**config.mk**
```make
export PLATFORM = sky130hd
export DESIGN_NAME = spi_ram_ctrl
export DESIGN_NICKNAME = d
export VERILOG_FILES = /design/src/rtl/spi_ram_ctrl.sv
export SDC_FILE = /design/constraint.sdc
export NUM_CORES = 2
export LEC_CHECK = 0
export ABC_AREA = 0
export BUFFER_PORTS_ARGS = -buffer_cell sky130_fd_sc_hd__buf_4
export CAP_MARGIN = 10
export CORE_MARGIN = 3
export CORE_UTILIZATION = 63
export DETAILED_ROUTE_END_ITERATION = 10
export PLACE_DENSITY = 0.81
export SYNTH_ARGS = -nofsm -noshare
export SYNTH_HDL_FRONTEND = slang
export SYNTH_SLANG_ARGS = --single-unit
```
**constraint.sdc**
```tcl
create_clock -name clk -period 3.1 [get_ports clk]
set_input_delay 0.465 -clock clk [delete_from_list [all_inputs] [get_ports clk]]
set_output_delay 0.465 -clock clk [all_outputs]
set_load 0.02 [all_outputs]
```
**src/rtl/spi_ram_ctrl.sv**
```systemverilog
// Command-decoding RAM controller behind an SPI slave: address/data words in, read data out.
// Optional address auto-increment for bursts is enabled with `define RAM_AUTO_INC_EN.
module spi_ram_ctrl #(
  parameter int ADDR_SIZE = 8,
  parameter int DATA_SIZE = 8,
  parameter int MEM_DEPTH = 256,
  localparam int PAYLOAD = (ADDR_SIZE > DATA_SIZE) ? ADDR_SIZE : DATA_SIZE
) (
  input  logic                 clk,
  input  logic                 rst_n,
  input  logic [PAYLOAD+1:0]   din,
  input  logic                 rx_valid,
  output logic [DATA_SIZE-1:0] dout,
  output logic                 tx_valid,
  output logic                 err,
  output logic [ADDR_SIZE-1:0] wr_addr,
  output logic [ADDR_SIZE-1:0] rd_addr
);

  typedef enum logic [1:0] {
    CMD_WRITE_ADD  = 2'b00,
    CMD_WRITE_DATA = 2'b01,
    CMD_READ_ADD   = 2'b10,
    CMD_READ_DATA  = 2'b11
  } cmd_t;

  // Depth is held one bit wider than the pointers so a full 2**ADDR_SIZE depth is representable.
  localparam logic [ADDR_SIZE:0] DEPTH_W = (ADDR_SIZE + 1)'(MEM_DEPTH);
  localparam int IDX_W = (MEM_DEPTH > 1) ? $clog2(MEM_DEPTH) : 1;

  logic [DATA_SIZE-1:0] r_mem [MEM_DEPTH];

  logic [ADDR_SIZE-1:0] r_wrAddr;
  logic [ADDR_SIZE-1:0] r_rdAddr;
  logic [DATA_SIZE-1:0] r_dout;
  logic                 r_txValid;
  logic                 r_err;

  cmd_t                 w_cmd;
  logic [ADDR_SIZE-1:0] w_addrPay;
  logic [DATA_SIZE-1:0] w_dataPay;
  logic                 w_wrInRange;
  logic                 w_rdInRange;
  logic [IDX_W-1:0]     w_wrIdx;
  logic [IDX_W-1:0]     w_rdIdx;
  logic [DATA_SIZE-1:0] w_rdData;
  logic [ADDR_SIZE-1:0] w_wrNext;
  logic [ADDR_SIZE-1:0] w_rdNext;
  logic                 w_memWe;

  assign w_cmd       = cmd_t'(din[PAYLOAD+1:PAYLOAD]);
  assign w_addrPay   = din[ADDR_SIZE-1:0];
  assign w_dataPay   = din[DATA_SIZE-1:0];
  assign w_wrInRange = {1'b0, r_wrAddr} < DEPTH_W;
  assign w_rdInRange = {1'b0, r_rdAddr} < DEPTH_W;
  assign w_wrIdx     = r_wrAddr[IDX_W-1:0];
  assign w_rdIdx     = r_rdAddr[IDX_W-1:0];
  assign w_rdData    = w_rdInRange ? r_mem[w_rdIdx] : '0;
  assign w_memWe     = rst_n && rx_valid && (w_cmd == CMD_WRITE_DATA) && w_wrInRange;

`ifdef RAM_AUTO_INC_EN
  // Pointers at the last word, or already past the end, wrap back to word 0.
  assign w_wrNext = (({1'b0, r_wrAddr} + (ADDR_SIZE + 1)'(1)) >= DEPTH_W) ? '0
                  : r_wrAddr + ADDR_SIZE'(1);
  assign w_rdNext = (({1'b0, r_rdAddr} + (ADDR_SIZE + 1)'(1)) >= DEPTH_W) ? '0
                  : r_rdAddr + ADDR_SIZE'(1);
`else
  assign w_wrNext = r_wrAddr;
  assign w_rdNext = r_rdAddr;
`endif

  // Storage is deliberately left out of reset so contents survive rst_n.
  always_ff @(posedge clk) begin
    if (w_memWe) begin
      r_mem[w_wrIdx] <= w_dataPay;
    end
  end

  always_ff @(posedge clk or negedge rst_n) begin
    if (!rst_n) begin
      r_wrAddr  <= '0;
      r_rdAddr  <= '0;
      r_dout    <= '0;
      r_txValid <= 1'b0;
      r_err     <= 1'b0;
    end else begin
      r_txValid <= 1'b0;
      r_err     <= 1'b0;
      if (rx_valid) begin
        case (w_cmd)
          CMD_WRITE_ADD: r_wrAddr <= w_addrPay;
          CMD_READ_ADD:  r_rdAddr <= w_addrPay;
          CMD_WRITE_DATA: begin
            r_err    <= !w_wrInRange;
            r_wrAddr <= w_wrNext;
          end
          CMD_READ_DATA: begin
            r_dout    <= w_rdData;
            r_txValid <= 1'b1;
            r_err     <= !w_rdInRange;
            r_rdAddr  <= w_rdNext;
          end
          default: ;
        endcase
      end
    end
  end

  assign dout     = r_dout;
  assign tx_valid = r_txValid;
  assign err      = r_err;
  assign wr_addr  = r_wrAddr;
  assign rd_addr  = r_rdAddr;

endmodule
```
Word level (Yosys, flattened, before mapping)
Memory sizes are Yosys's and may differ from the RTL's. A register that Yosys moved wholly into a read port is not among the register bits.
Index checks and enable logic that the tools add are counted.
{"block": "totals", "word_cells": 18, "latch_bits": 0, "out_inout_bits": 26, "reg_bits": 17, "n_memories": 1, "input_bits": 13, "mem_bits_ro": 0, "mem_bits_rw": 2048}
{"memory": "r_mem", "words": 256, "word_bits": 8, "read_ports": 1, "rd_clocked_by_memory_dff": 1, "wr": 1, "line_no": "31", "text": "logic [DATA_SIZE-1:0] r_mem [MEM_DEPTH];"}
{"block": "classes", "add_sub_neg": 0, "n_reduce_logical": 7, "mul": 0, "div_mod_pow": 0, "magnitude_cmp": 0, "n_mux": 4, "shift": 0, "bitwise": 0, "n_eq_ne": 3}
{"op": "$reduce_and A2 Y1", "count": 3}
{"op": "$eq A2 B2 Y1 const B", "count": 2}
{"op": "$mux W1", "count": 4}
{"op": "$eq A2 B1 Y1 const B", "count": 1}
{"op": "$logic_and A1 B1 Y1", "count": 2}
{"op": "$logic_not A2 Y1", "count": 1}
{"op": "$logic_not A1 Y1", "count": 1}

Longest topological paths before layout
{"block": "depth", "word_depth": 4, "depth_mapped": 12, "depth_no_buf": 6}

Worst setup path before layout
No wires, ideal clock.
{"block": "synth_path", "path_kind": "register -> register", "startpoint": "register r_rdAddr[0], in the netlist rd_addr[0]", "endpoint": "register r_dout[2], in the netlist dout[2], read port of r_mem", "setup_ns": 0.137, "path_stages_with_launch": 11, "arrival_time_ns": 2.357, "setup_slack_ns": 0.606, "path_cell_list": "dfrtp_1 > buf_6 > buf_8 > buf_8 > buf_2 > mux2_2 > a221oi_1 > o211ai_1 > a31o_1 > a41oi_2 > o41ai_2"}
{"element": "start, declared", "line_no": "34", "text": "logic [ADDR_SIZE-1:0] r_rdAddr;"}
{"element": "start signal, assigned", "line_no": "92", "text": "CMD_READ_ADD: r_rdAddr <= w_addrPay;"}
{"element": "start signal, assigned", "line_no": "101", "text": "r_rdAddr <= w_rdNext;"}
{"element": "end, declared", "line_no": "35", "text": "logic [DATA_SIZE-1:0] r_dout;"}

==> results_dict.tcl <==
set metrics [dict create \
    status "complete, but fails checks" \
    violations "negative setup slack" \
    rsz0062_at_grt "yes" \
    drtIter0Drc 7928 \
    timing.critical_path.from_type "register" \
    met2WireLength_um 102700 \
    crit_start "rd_addr[0]" \
    ant_nets 0 \
    crit_required_ns 3.82 \
    maxSlewHeadroom 0.2766 \
    top_layer_used "met5" \
    tns_ns -0.1218 \
    synth-seq-cells 2073 \
    yosys_warnings 0 \
    ys.flop_type "edfxtp_1" \
    clkPwrFrac 0.369 \
    grt.total_usage 0.3311 \
    synth-compound-area-share 0.03819 \
    drive_gt1_frac 0.2758 \
    synthSimpleGateAreaFrac 0.02660 \
    cts-root-buf "clkbuf_16" \
    die_x_um 365.8 \
    utilization 0.7350 \
    drc_errors 0 \
    async_flop_share 0.01206 \
    cts.clk_slew.worst_paths_ns 0.07 \
    p_seq_frac 0.481 \
    rr_endpoint "dout[4]" \
    grt_max_degree 122 \
    row_count 131 \
    dpl.hpwl_um 136800 \
    hold_viol_final 0 \
    post-route-cell-area_um2 94090 \
    layout.cells.non_filler 6525 \
    gp_congestion 0.9415 \
    max-vdd-ir-drop_v 0.0006068 \
    hp-start "din[8]" \
    crit_path_end_kind "register" \
    place_area_um2 87460 \
    share_comb_of_total_power 0.150 \
    powerDensity_nw_per_um2 689.4 \
    setup_ws_ns -0.06874 \
    cap_violations 0 \
    synth.area.mux_share 0.1508 \
    dp_slack_ns -0.3049 \
    hold_class "input pin to register" \
    clockBufferDepth 3 \
    cts.htree.levels 4 \
    cts_sinks 2073 \
    wire_per_inst_um 33.81 \
    viasPerCell 7.034 \
    route.met3.wl_um 30440 \
    timing.fmax_mhz 315.6 \
    start_util 0.6370 \
    rrSetupSlack_ns -0.07 \
    vias 45899 \
    setup_viol 3 \
    area_delta_synth_final_pct 15.38 \
    switchingPower_mw 16.48 \
    post-route-period-util 1.022 \
    final-max-slew-violation-count 0 \
    drtPass1Iterations 6 \
    routed_wl_um 220600 \
    synth-edff-count 2048 \
    critical_path_class "register to register" \
    tightestPinTransition_ns 1.085 \
    reg2reg_depth 9 \
    power.leakage_nw 31.27 \
    internal-power_mw 48.39 \
    ys_types 71 \
    min_period_ns 3.169 \
    yosysSeqAreaShare 0.7618 \
    grt_pass1_vias 45622 \
    whs_path_depth 3 \
    antenna_found_initial 12 \
    cts_buffers 194 \
    syn_area_um2 81550 \
    syn-instance-count 4030 \
    fp.coreArea_um2 128000 \
    post-place-cells 6146 \
    crit_arrival_ns 3.89 \
    cp_max_fo 22 \
    r2r_start "rd_addr[0]" \
    dieArea_um2 133800 \
    holdPathEnd "tx_valid" \
    synth_xor_area_frac 0 \
    port-buffer-count 37 \
    syn_nets 4043 \
    swShare 0.2540 \
    clkLatencyLatePin_ns 0.85 \
    cts_tree "built" \
    globalRouteOverflowTotal 0 \
    grt_pass1_wl_um 319100 \
    synth.avg_cell_area_um2 20.24 \
    io-pin-count 39 \
    fin_skew_ns 0.04555 \
    die_h_um 365.8 \
    nets 4637 \
    synth_top_family_by_area "multiplexers" \
    synth_fa_ha_area_frac 0 \
    m1WireLength_um 75730 \
]
==> kinds of logic (layout without fill, tap and decap cells) <==
group | count (synthesis) | after routing
flip-flops | 2073 | 2073
multiplexers | 770 | 770
AND/OR/NAND/NOR | 509 | 509
AO/OA/AOI/OAI | 427 | 427
buffers and inverters | 250 | 1010
other | 1 | 7
==> through the flow <==
step	power (mW)	hold WS (ns)
after CTS	64.68	0.001873
after global routing	66.37	0.06272
after floorplan	37.23	0.1694
after detailed placement	41.05	0.6265
final	64.87	0.06494
after global placement	40.85	0.6249
==> synthesized netlist by cell type (all sizes together) (7+ instances only) <==
library cell	n	area, um^2
a2111oi	14	131.4
a211oi	44	330.3
a21oi	52	260.3
a221o	7	70.07
a221oi	17	155.1
a22oi	13	97.59
and2	10	62.56
buf	155	1461
clkbuf	88	337.8
dfrtp	25	625.6
edfxtp	2048	61500
mux2	81	912.1
mux2i	347	3473
mux4	342	7909
nand2	114	427.9
nand2b	8	50.05
nand3	30	150.1
nand4	15	93.84
nor2	275	1032
nor2b	17	106.4
nor3	21	105.1
o2111ai	8	70.07
o211ai	9	72.57
o21ai	39	195.2
o221ai	73	651.9
o22a	10	87.58
o22ai	106	663.1
==> how the worst max path moves through the flow <==
stage / to / slack (ns) / cells past startpoint
2_1_floorplan: dout[2] / 0.61 / 10
3_3_place_gp: dout[7] / -0.25 / 9
3_5_place_dp: dout[7] / -0.30 / 9
4_1_cts: dout[4] / 0.005 / 8
5_1_grt: dout[5] / -0.02 / 10
6_report: dout[4] / -0.07 / 9
==> worst max-delay path, stage by stage, from the launching register on <==
cell and delay, ns:
dfrtp_4 0.47, buf_4 0.14, buf_12 0.19, buf_12 0.24, mux4_1 0.60, nand2_1 0.09
a21oi_1 0.10, a2111oi_0 0.60, a211oi_1 0.24, a41o_1 0.30
==> final cells by class <==
type	instances	area, um^2
antenna	6	15.01
clock buffer	254	5225
clock inverter	108	1177
fill	6672	33920
inverter	5	21.27
multi-input combinational	1707	17680
sequential	2073	62140
tap	1729	2163
timing repair buffer	643	5668
==> repair_timing <==
| action | 4_1_cts | 5_1_grt |
|---|---|---|
| gates resized for setup | 9 | 14 |
| buffers inserted | 4 | 5 |
| pin swaps | 0 | 1 |
| hold endpoints to repair | 26 | 0 |
| endpoints found under the setup margin | 8 | 7 |
| hold buffers | 2 | 0 |
==> state kept, by name, indices dropped and copies added, names as in the netlist <==
name and cells:
dout 8, r_mem 2048, rd_addr 8, tx_valid 1, wr_addr 8
==> routing by layer <==
metal | global-route usage | vias up
met5 | 0 | -
met4 | 0.1504 | 10
met3 | 0.09775 | 712
met2 | 0.5025 | 4079
met1 | 0.4511 | 23192
li1 | - | 17906
==> power by group through the flow <==
stage | combinational, mW | clock, mW | sequential [mW]
final | 9.72 | 23.9 | 31.2
after global routing | 10.0 | 25.2 | 31.2
after CTS | 9.46 | 24.0 | 31.2
after detailed placement | 9.26 | 0 | 31.8
after global placement | 9.06 | 0 | 31.8
after floorplan | 5.56 | 0 | 31.7
==> cell usage in the layout (no fill, tap or decap), types with 54 or more instances in the layout <==
master        n
edfxtp_1   2048
nor2_1      274
buf_4       570
mux2i_1     347
nand2_1     113
mux4_1       54
o221ai_1     71
clkbuf_16   198
mux4_2      288
buf_12       59
o22ai_1     106
mux2_2       81
No activity file was read; power rests on OpenSTA's default activity.
